### src/rtl/magnitude_scheduler.sv
// Round-robin front end that shares one magnitude datapath between NUM_CHAN requesters.
// A tag FIFO pairs each in-order magnitude result with the channel that issued it.
module magnitude_scheduler #(
  parameter int NUM_CHAN      = 4,
  parameter int DATA_IN_BITS  = 16,
  parameter int TAG_DEPTH     = 32,
  parameter int CHAN_BITS     = $clog2(NUM_CHAN),
  parameter int DATA_OUT_BITS = DATA_IN_BITS + 1
)(
  input  logic                             clk,
  input  logic                             rst,
  input  logic [NUM_CHAN-1:0]              req_valid,
  output logic [NUM_CHAN-1:0]              req_ready,
  input  logic [NUM_CHAN*DATA_IN_BITS-1:0] req_data_1,
  input  logic [NUM_CHAN*DATA_IN_BITS-1:0] req_data_2,
  output logic                             mag_data_in_ready,
  output logic [DATA_IN_BITS-1:0]          mag_data_in_1,
  output logic [DATA_IN_BITS-1:0]          mag_data_in_2,
  input  logic                             mag_data_out_ready,
  input  logic [DATA_OUT_BITS-1:0]         mag_data_out,
  output logic                             res_valid,
  output logic [CHAN_BITS-1:0]             res_chan,
  output logic [DATA_OUT_BITS-1:0]         res_data,
  output logic [$clog2(TAG_DEPTH):0]       in_flight,
  output logic                             err_orphan
);
  localparam int PTR_W = $clog2(TAG_DEPTH);
  localparam int CNT_W = PTR_W + 1;

  logic [CHAN_BITS-1:0]     rr_q, rr_d;
  logic                     mag_vld_q;
  logic [DATA_IN_BITS-1:0]  mag_in1_q, mag_in2_q;
  logic [CHAN_BITS-1:0]     tag_mem [TAG_DEPTH];
  logic [PTR_W-1:0]         wr_q, rd_q;
  logic [CNT_W-1:0]         cnt_q, cnt_d;
  logic                     res_vld_q;
  logic [CHAN_BITS-1:0]     res_chan_q;
  logic [DATA_OUT_BITS-1:0] res_data_q;
  logic                     orphan_q;

  logic [NUM_CHAN-1:0]      grant;
  logic [CHAN_BITS-1:0]     gidx;
  logic [CHAN_BITS-1:0]     ci;
  logic                     found;
  int                       idx;
  logic                     full, push, pop;

  // Search starts at rr_q and wraps, so the first valid channel at or after rr_q wins.
  always_comb begin
    grant = '0;
    gidx  = '0;
    found = 1'b0;
    idx   = 0;
    ci    = '0;
    for (int k = 0; k < NUM_CHAN; k++) begin
      idx = int'(rr_q) + k;
      if (idx >= NUM_CHAN) idx = idx - NUM_CHAN;
      ci = CHAN_BITS'(idx);
      if (!found && req_valid[ci]) begin
        found     = 1'b1;
        grant[ci] = 1'b1;
        gidx      = ci;
      end
    end
  end

  assign full      = (cnt_q == CNT_W'(TAG_DEPTH));
  assign req_ready = (full || rst) ? '0 : grant;
  assign push      = |req_ready;
  assign pop       = mag_data_out_ready && (cnt_q != '0);
  assign rr_d      = (gidx == CHAN_BITS'(NUM_CHAN - 1)) ? '0 : gidx + CHAN_BITS'(1);

  always_comb begin
    cnt_d = cnt_q;
    case ({push, pop})
      2'b10:   cnt_d = cnt_q + CNT_W'(1);
      2'b01:   cnt_d = cnt_q - CNT_W'(1);
      default: cnt_d = cnt_q;
    endcase
  end

  // Tag storage needs no reset: occupancy and pointers define what is live.
  always_ff @(posedge clk) begin
    if (push) tag_mem[wr_q] <= gidx;
  end

  always_ff @(posedge clk) begin
    if (rst) begin
      rr_q       <= '0;
      mag_vld_q  <= 1'b0;
      mag_in1_q  <= '0;
      mag_in2_q  <= '0;
      wr_q       <= '0;
      rd_q       <= '0;
      cnt_q      <= '0;
      res_vld_q  <= 1'b0;
      res_chan_q <= '0;
      res_data_q <= '0;
      orphan_q   <= 1'b0;
    end else begin
      mag_vld_q <= push;
      if (push) begin
        rr_q      <= rr_d;
        mag_in1_q <= req_data_1[gidx*DATA_IN_BITS +: DATA_IN_BITS];
        mag_in2_q <= req_data_2[gidx*DATA_IN_BITS +: DATA_IN_BITS];
        wr_q      <= wr_q + PTR_W'(1);
      end
      res_vld_q <= pop;
      if (pop) begin
        rd_q       <= rd_q + PTR_W'(1);
        res_chan_q <= tag_mem[rd_q];
        res_data_q <= mag_data_out;
      end
      cnt_q <= cnt_d;
      if (mag_data_out_ready && cnt_q == '0) orphan_q <= 1'b1;
    end
  end

  assign mag_data_in_ready = mag_vld_q;
  assign mag_data_in_1     = mag_in1_q;
  assign mag_data_in_2     = mag_in2_q;
  assign res_valid         = res_vld_q;
  assign res_chan          = res_chan_q;
  assign res_data          = res_data_q;
  assign in_flight         = cnt_q;
  assign err_orphan        = orphan_q;
endmodule

### config.mk
export PLATFORM = sky130hd
export DESIGN_NAME = magnitude_scheduler
export DESIGN_NICKNAME = d
export VERILOG_FILES = /design/src/rtl/magnitude_scheduler.sv
export SDC_FILE = /design/constraint.sdc
export NUM_CORES = 1
export LEC_CHECK = 0
export ABC_AREA = 1
export CAP_MARGIN = 20
export CORE_MARGIN = 3
export CORE_UTILIZATION = 49
export DETAILED_ROUTE_END_ITERATION = 10
export PLACE_DENSITY_LB_ADDON = 0.2
export SYNTH_ARGS = -nofsm -noshare
export SYNTH_HDL_FRONTEND = slang
export SYNTH_SLANG_ARGS = --single-unit
### constraint.sdc
create_clock -name clk -period 4.1 [get_ports clk]
set_input_delay 0.615 -clock clk [delete_from_list [all_inputs] [get_ports clk]]
set_output_delay 0.615 -clock clk [all_outputs]
set_load 0.1 [all_outputs]
==> results by group, run 1 <==
Run status
  – Status: completed

Clock tree
  – Clk slew on worst S/H paths: 60 ps
  – Hold_buf cts: 0
  – Clock sink total: 136
  – CTS Buffer Depth: 2
  – H-Tree Level Count: 4
  – CTS tree: built
  – TritonCTS Buffers: 17
  – Clock Latency Late Sink: 420 ps
  – Setup bufs post-CTS: 0
  – Clock Root Buffer: clkbuf_16
  – Post-CTS Resized: 0

Routing
  – Vias: 7245
  – Antenna Nets Post-Route: 0
  – Drt wl/cell: 14.4 µm
  – DRC Markers: 0
  – Total Wirelength: 21200 µm
  – DRT iter0 DRCs: 402
  – Routed vias/inst: 4.91
  – Drt pass-1 iters: 5

Worst setup path
  – Worst reg2reg startpoint: rr_q[1]
  – Crit-path most repeated cell: nand2_1
  – CP peak stage delay: 350 ps
  – CP endpoint kind: flop
  – Setup crit start: rr_q[1]
  – CP max stage cell: ha_1
  – Worst-path cell chain: inv_1 -> ha_1 -> inv_1 -> nand3_1 -> nand2_1 -> nand2_1 -> inv_1 -> nand3_1 -> nand3_1 -> nand2_1 -> nand2_2 -> nor2_8 -> ha_1 -> ha_1 -> a21oi_1 -> nand2_1 -> a21o_1 -> a21oi_1 -> nor2_1 -> nor2_1 -> nand2_1 -> o21ai_0 -> a21oi_1
  – CP Max Fanout: 7
  – Critical path required time: 4410 ps
  – Crit Path Class: flop to flop
  – CP Buf/Inv Count: 3
  – Data arrival time of the critical path: 3880 ps
  – Startpoint types: flop
  – Worst path top cell family by delay: simple AND/OR/NAND/NOR gates

Timing
  – Final hold vios: 0
  – RSZ-0062 raised after global routing: false
  – Fmax: 281 MHz
  – Slew Limit Fails: 0
  – Final worst setup slack: 535 ps
  – Tightest Pin Transition: 1080 ps
  – Setup TNS: 0 ps
  – Fin Clk Skew: 9.63 ps
  – Final min period: 3560 ps
  – Setup violations, final: 0
  – Fin crit share: 86.9%
  – Max-slew headroom: 28.0%

Floorplanning
  – Initial Util: 50.2%
  – Die Height: 131 µm
  – Num rows: 45
  – Total Die Area: 17100 µm²
  – Boundary pin count: 216
  – Die width: 131 µm
  – Core area: 15200 µm²

Flow run
  – Max Cap Viol: 0

Yosys
  – Mapped Area: 7640 µm²
  – Largest cells by area after synthesis: edfxtp_1, dfxtp_1, nand2_1
  – Mapped Cells: 1079
  – Ys Warns: 0
  – Register bit total from synthesis: 136
  – Synth area leader: edfxtp_1
  – Syn avg cell area: 7.08 µm²
  – Syn_nets: 1250
  – Post-synth top area share: 25.2%
  – Sequential fraction of the synthesis area: 44.0%
  – Post-synthesis cell type count: 39

Final layout
  – Fraction of layout cells with a size suffix above 1: 5.59%
  – Antenna Cells: 0
  – Fin nets: 1445
  – Layout area overhead: 37.6%
  – Fill cells: 1319

GRT
  – Initial antenna violation count: 0
  – Grt total ovfl: 0
  – Total GRT Usage: 24.4%
  – First-pass GRT wire length: 32500 µm
  – Vias in the first global route: 6507
  – Largest net degree at the start of global routing: 73

Placement
  – HPWL Detailed: 15000 µm
  – RePlAce Congestion: 0.844
  – IO buf count: 215
  – Setup WS pre-CTS: 263 ps

Power
  – PD cells: 938 nW/µm²
  – Lkg Pwr: 4.81 nW
  – Maximum VDD drop: 0.000536 V

Worst hold path
  – Hold path startpoint: err_orphan
  – Hold/Removal Path Class: flop to flop
==> power by group <==
part	internal [mW]	leakage, nW	switching (mW)
logic	1.67	3.30	4.42
registers	1.89	1.18	0.154
clock network	1.14	0.326	0.587
==> worst reg2reg max path: stages (launching register included) <==
cell	delay, ps
dfxtp_1	310
inv_1	230
ha_1	330
inv_1	160
nand3_1	90
nand2_1	60
nand2_1	40
inv_1	160
nand3_1	110
nand3_1	120
nand2_1	90
nand2_2	140
nor2_8	40
ha_1	250
ha_1	350
a21oi_1	140
nand2_1	90
a21o_1	160
a21oi_1	160
nor2_1	60
nor2_1	80
nand2_1	60
o21ai_0	160
a21oi_1	60
==> cells in the mapped netlist <==
cell type and n:
ha_1 18, nand2_1 344, nand2_4 7, dfxtp_1 72, nor3_1 2, nor2_2 1
nand2_2 5, nand4_1 4, inv_1 132, a21boi_1 1, nor4_1 1, buf_2 13
buf_4 10, o221ai_1 6, o21ai_2 1, clkbuf_1 22, a21o_1 1, buf_1 2
a31oi_1 1, xor2_1 4, a21oi_1 22, o22ai_1 9, nor2_1 178, edfxtp_1 64
o211ai_1 2, o21ai_0 60, a211oi_1 1, inv_2 3, xnor2_1 2, nor3b_1 1
buf_6 6, fa_1 1, o21ai_1 2, nand3_1 73, a21boi_0 3, nand3_4 1
nor2_8 2, inv_8 1, nand3_2 1
==> cells in the final DEF, fill, tap and decap left out, types with 2 or more instances in the layout <==
cell and count:
nand4_1 4, clkinvlp_4 2, nor2_1 178, a21boi_0 3, nand2_4 7, o21ai_0 60, nand2_2 5, o221ai_1 6
clkinv_4 2, nor2_8 2, ha_1 18, inv_1 131, inv_6 3, dfxtp_1 72, a21oi_1 22, nor3_1 2
bufinv_16 5, buf_4 17, o21ai_1 2, xor2_1 4, clkdlybuf4s50_1 211, inv_2 3, nand3_1 73, o211ai_1 2
clkbuf_16 18, edfxtp_1 64, xnor2_1 2, nand2_1 344, o22ai_1 9
==> worst paths after layout <==
kind                                     end  slack (ps)  cells after the start
worst max-delay path            in_flight[5]         540                     23
worst min-delay path              err_orphan         450                      2
worst max register to register  in_flight[5]         540                     23
worst min register to register    err_orphan         450                      2
==> per-stage QoR <==
step / hold WS (ps) / util [%] / cells / cell area [µm²] / power [mW]
CTS: 456 / 69.2 / 1475 / 10500 / 9.93
floorplan: 467 / - / 1079 / 7640 / 6.89
detailed placement: 444 / 64.7 / 1443 / 9840 / 8.19
global placement: 440 / 64.7 / 1443 / 9840 / 8.11
finish: 454 / 69.2 / 1475 / 10500 / 9.86
global route: 481 / 69.2 / 1475 / 10500 / 10.6
==> final cells by class <==
cell class                      instances  area [µm²]  area share (%)
Inverter                              136         518            4.93
Clock inverter                         13         214            2.03
Timing Repair Buffer                  229        2260            21.5
Multi-Input combinational cell        754        3460            32.9
Clock buffer                           19         464            4.42
Tap cell                              188         235            2.24
Sequential cell                       136        3360            32.0
==> per-layer routing <==
metal / vias up / wire length, µm / GRT usage [%]
li1: 3762 / - / -
met1: 3228 / 8330 / 28.1
met2: 229 / 11000 / 43.6
met3: 26 / 1520 / 8.33
met4: 0 / 301 / 5.81
met5: - / 0 / 0
==> cells by family after synthesis <==
kind of cell / after synthesis / share of synthesized area (%)
buffers and inverters: 189 / 10.7
flip-flops: 136 / 44.0
adder cells (fa/ha/maj): 19 / 3.21
XOR/XNOR: 6 / 0.688
AO/OA/AOI/OAI: 109 / 7.91
AND/OR/NAND/NOR: 620 / 33.5
==> flip-flops by register name, summed over array words and instances, names as in the netlist <==
name / flops
rr_q: 2
mag_data_in_ready: 1
res_chan: 2
in_flight: 6
err_orphan: 1
res_data: 17
rd_q: 5
wr_q: 5
mag_data_in_2: 16
res_valid: 1
tag_mem: 64
mag_data_in_1: 16
No activity file was read; power rests on OpenSTA's default activity.
==> run 2, diff against run 1 <==
CORE_MARGIN = default   (was 3)
PLACE_DENSITY = 0.82   (was default)
PLACE_DENSITY_LB_ADDON = default   (was 0.2)
==> results by group, run 2 (same netlist as run 1, synthesis figures left out) <==
Power
  – Maximum VDD drop: 0.000589 V (+10%)
  – Net Sw Frac: 53.5% (+1.2 points)
  – Net Sw Power: 5.12 mW (-0.71%)
  – Lkg Pwr: 4.73 nW (-1.5%)
  – Internal power: 4.45 mW (-5.4%)
  – Logic gate share of total power: 63.7% (+1.9 points)
  – Flop pwr share: 21.6% (+0.9 points)
  – Clock share of power: 14.8% (-2.7 points)
  – PD cells: 923 nW/µm² (-1.7%)

GRT
  – Total GRT Usage: 26.5% (+2.1 points)
  – Grt total ovfl: 0 (unchanged)
  – Initial antenna violation count: 3 (+3)
  – Largest net degree at the start of global routing: 73 (unchanged)
  – First-pass GRT wire length: 33100 µm (+1.8%)
  – Vias in the first global route: 6922 (+6.4%)

Floorplanning
  – Core area: 15200 µm² (unchanged)
  – Num rows: 45 (unchanged)
  – Die Height: 127 µm (-3.1%)
  – Boundary pin count: 216 (unchanged)
  – Initial Util: 50.2% (unchanged)
  – Total Die Area: 16100 µm² (-6.0%)
  – Die width: 127 µm (-3.1%)

Clock tree
  – TritonCTS Buffers: 17 (unchanged)
  – CTS Buffer Depth: 2 (unchanged)
  – Post-CTS Resized: 0 (unchanged)
  – Clock Latency Late Sink: 420 ps (about the same)
  – H-Tree Level Count: 4 (unchanged)
  – Clk slew on worst S/H paths: 60 ps (about the same)
  – Clock Root Buffer: clkbuf_16
  – CTS tree: built
  – Hold_buf cts: 0 (unchanged)
  – Setup bufs post-CTS: 0 (unchanged)
  – Clock sink total: 136 (unchanged)

Timing
  – Setup TNS: 0 ps (unchanged)
  – Tightest Pin Transition: 1040 ps (-39.1 ps)
  – Setup violations, final: 0 (unchanged)
  – RSZ-0062 raised after global routing: false
  – Slew Limit Fails: 0 (unchanged)
  – Max-slew headroom: 30.6% (+2.6 points)
  – Fin Clk Skew: 5.87 ps (-3.76 ps)
  – Fmax: 264 MHz (-5.7%)
  – Worst-case hold slack: 453 ps (-1.51 ps)
  – Final worst setup slack: 319 ps (-216 ps)
  – Final hold vios: 0 (unchanged)
  – Fin crit share: 92.2% (+5.3 points)
  – Final min period: 3780 ps (+216 ps)

Worst setup path
  – R2R Setup Slk: 320 ps (-220 ps)
  – CP Max Fanout: 10 (+3)
  – Startpoint types: flop
  – CP endpoint kind: flop
  – Data arrival time of the critical path: 4090 ps (+210 ps)
  – Critical path required time: 4410 ps (about the same)
  – Crit Path Class: flop to flop

Final layout
  – Layout area overhead: 35.8%
  – Fin nets: 1442 (-0.21%)
  – Most common cell after layout, fill and taps aside: nand2_1
  – Max FFs per register: 64 (unchanged)
  – Largest register by flop count: tag_mem
  – Commonest non-fill, non-tap cells in the layout: nand2_1, clkdlybuf4s50_1, nor2_1
  – Fraction of layout cells with a size suffix above 1: 5.14% (-0.45 points)
  – Final Instance Area: 10400 µm² (-1.3%)

Routing
  – Vias: 7348 (+1.4%)
  – Drt pass-1 iters: 5 (unchanged)
  – Routed vias/inst: 4.99 (+1.5%)
  – Drt wl/cell: 14.1 µm (-1.7%)
  – DRC Markers: 0 (unchanged)
  – Antenna Nets Post-Route: 0 (unchanged)
  – Total Wirelength: 20800 µm (-1.8%)
  – DRT iter0 DRCs: 563 (+40%)

Placement
  – Placed cell areas: 9830 µm² (-0.10%)
  – Setup WS pre-CTS: 271 ps (+7.51 ps)
  – HPWL Detailed: 14700 µm (-1.8%)
  – RePlAce Congestion: 0.868 (+2.9%)
  – IO buf count: 215 (unchanged)

Worst hold path
  – Hold/Removal Path Class: flop to flop

Flow run
  – Max Cap Viol: 0 (unchanged)

Run status
  – Status: completed
## run 2: cell types whose count changed in the layout (fill, tap and decap cells not counted), sizes merged
| cell | change |
|---|---|
| buf | -3 |
| bufinv | -4 |
| clkbuf | +5 |
| clkinvlp | +1 |
| diode | +2 |
| inv | -2 |
## run 2: metal layers
metal	vias to the layer above	global-route usage, %	part of all wire [%]
li1	3766	-	-
met1	3304	28.5	39
met2	233	46.9	50
met3	45	9.24	7.9
met4	0	11.9	3.1
met5	-	0	0
## run 2: layout make-up
type | instances | area (µm²)
antenna | 2 | 5.00
clock buffer | 24 | 472
clock inverter | 8 | 72.6
fill | 1275 | 4830
inverter | 136 | 518
multi-input combinational | 754 | 3460
sequential | 136 | 3360
tap | 188 | 235
timing repair buffer | 226 | 2250
## run 2: final timing paths
kind,startpoint,endpoint,depth (start not counted)
worst max-delay path,rr_q[1],in_flight[5],22
worst min-delay path,err_orphan,err_orphan,2
worst max register to register,rr_q[1],in_flight[5],22
worst min register to register,err_orphan,err_orphan,2
## run 2: power groups by stage
stage | Sequential (mW) | Clock (mW) | Combinational, mW
after floorplan | 3.42 | 0 | 3.47
after global placement | 2.07 | 0 | 6.01
after detailed placement | 2.08 | 0 | 6.09
after CTS | 2.06 | 1.42 | 6.13
after global routing | 2.09 | 1.48 | 6.70
final | 2.06 | 1.41 | 6.09
## run 2: critical path, stage by stage (launching register included)
cell and delay [ps]:
dfxtp_2 420, inv_1 190, ha_1 390, inv_1 110, nand3_1 100, nand2_1 150
nor2_8 200, nand3_1 130, nand3_1 140, nand2_1 90, nand2_2 130, nor2_8 40
ha_1 250, ha_1 360, a21oi_1 170, nand2_1 110, a21o_1 160, a21oi_1 150
nor2_1 60, nor2_1 80, nand2_1 60, o21ai_0 140, a21oi_1 50
## run 2: metrics by stage
| stage | utilization [%] | instances | power, mW |
|---|---|---|---|
| after detailed placement | 64.6 | 1440 | 8.17 |
| after floorplan | - | 1079 | 6.89 |
| final | 68.3 | 1474 | 9.57 |
| after global placement | 64.6 | 1440 | 8.08 |
| after global routing | 68.3 | 1474 | 10.3 |
| after CTS | 68.2 | 1472 | 9.61 |
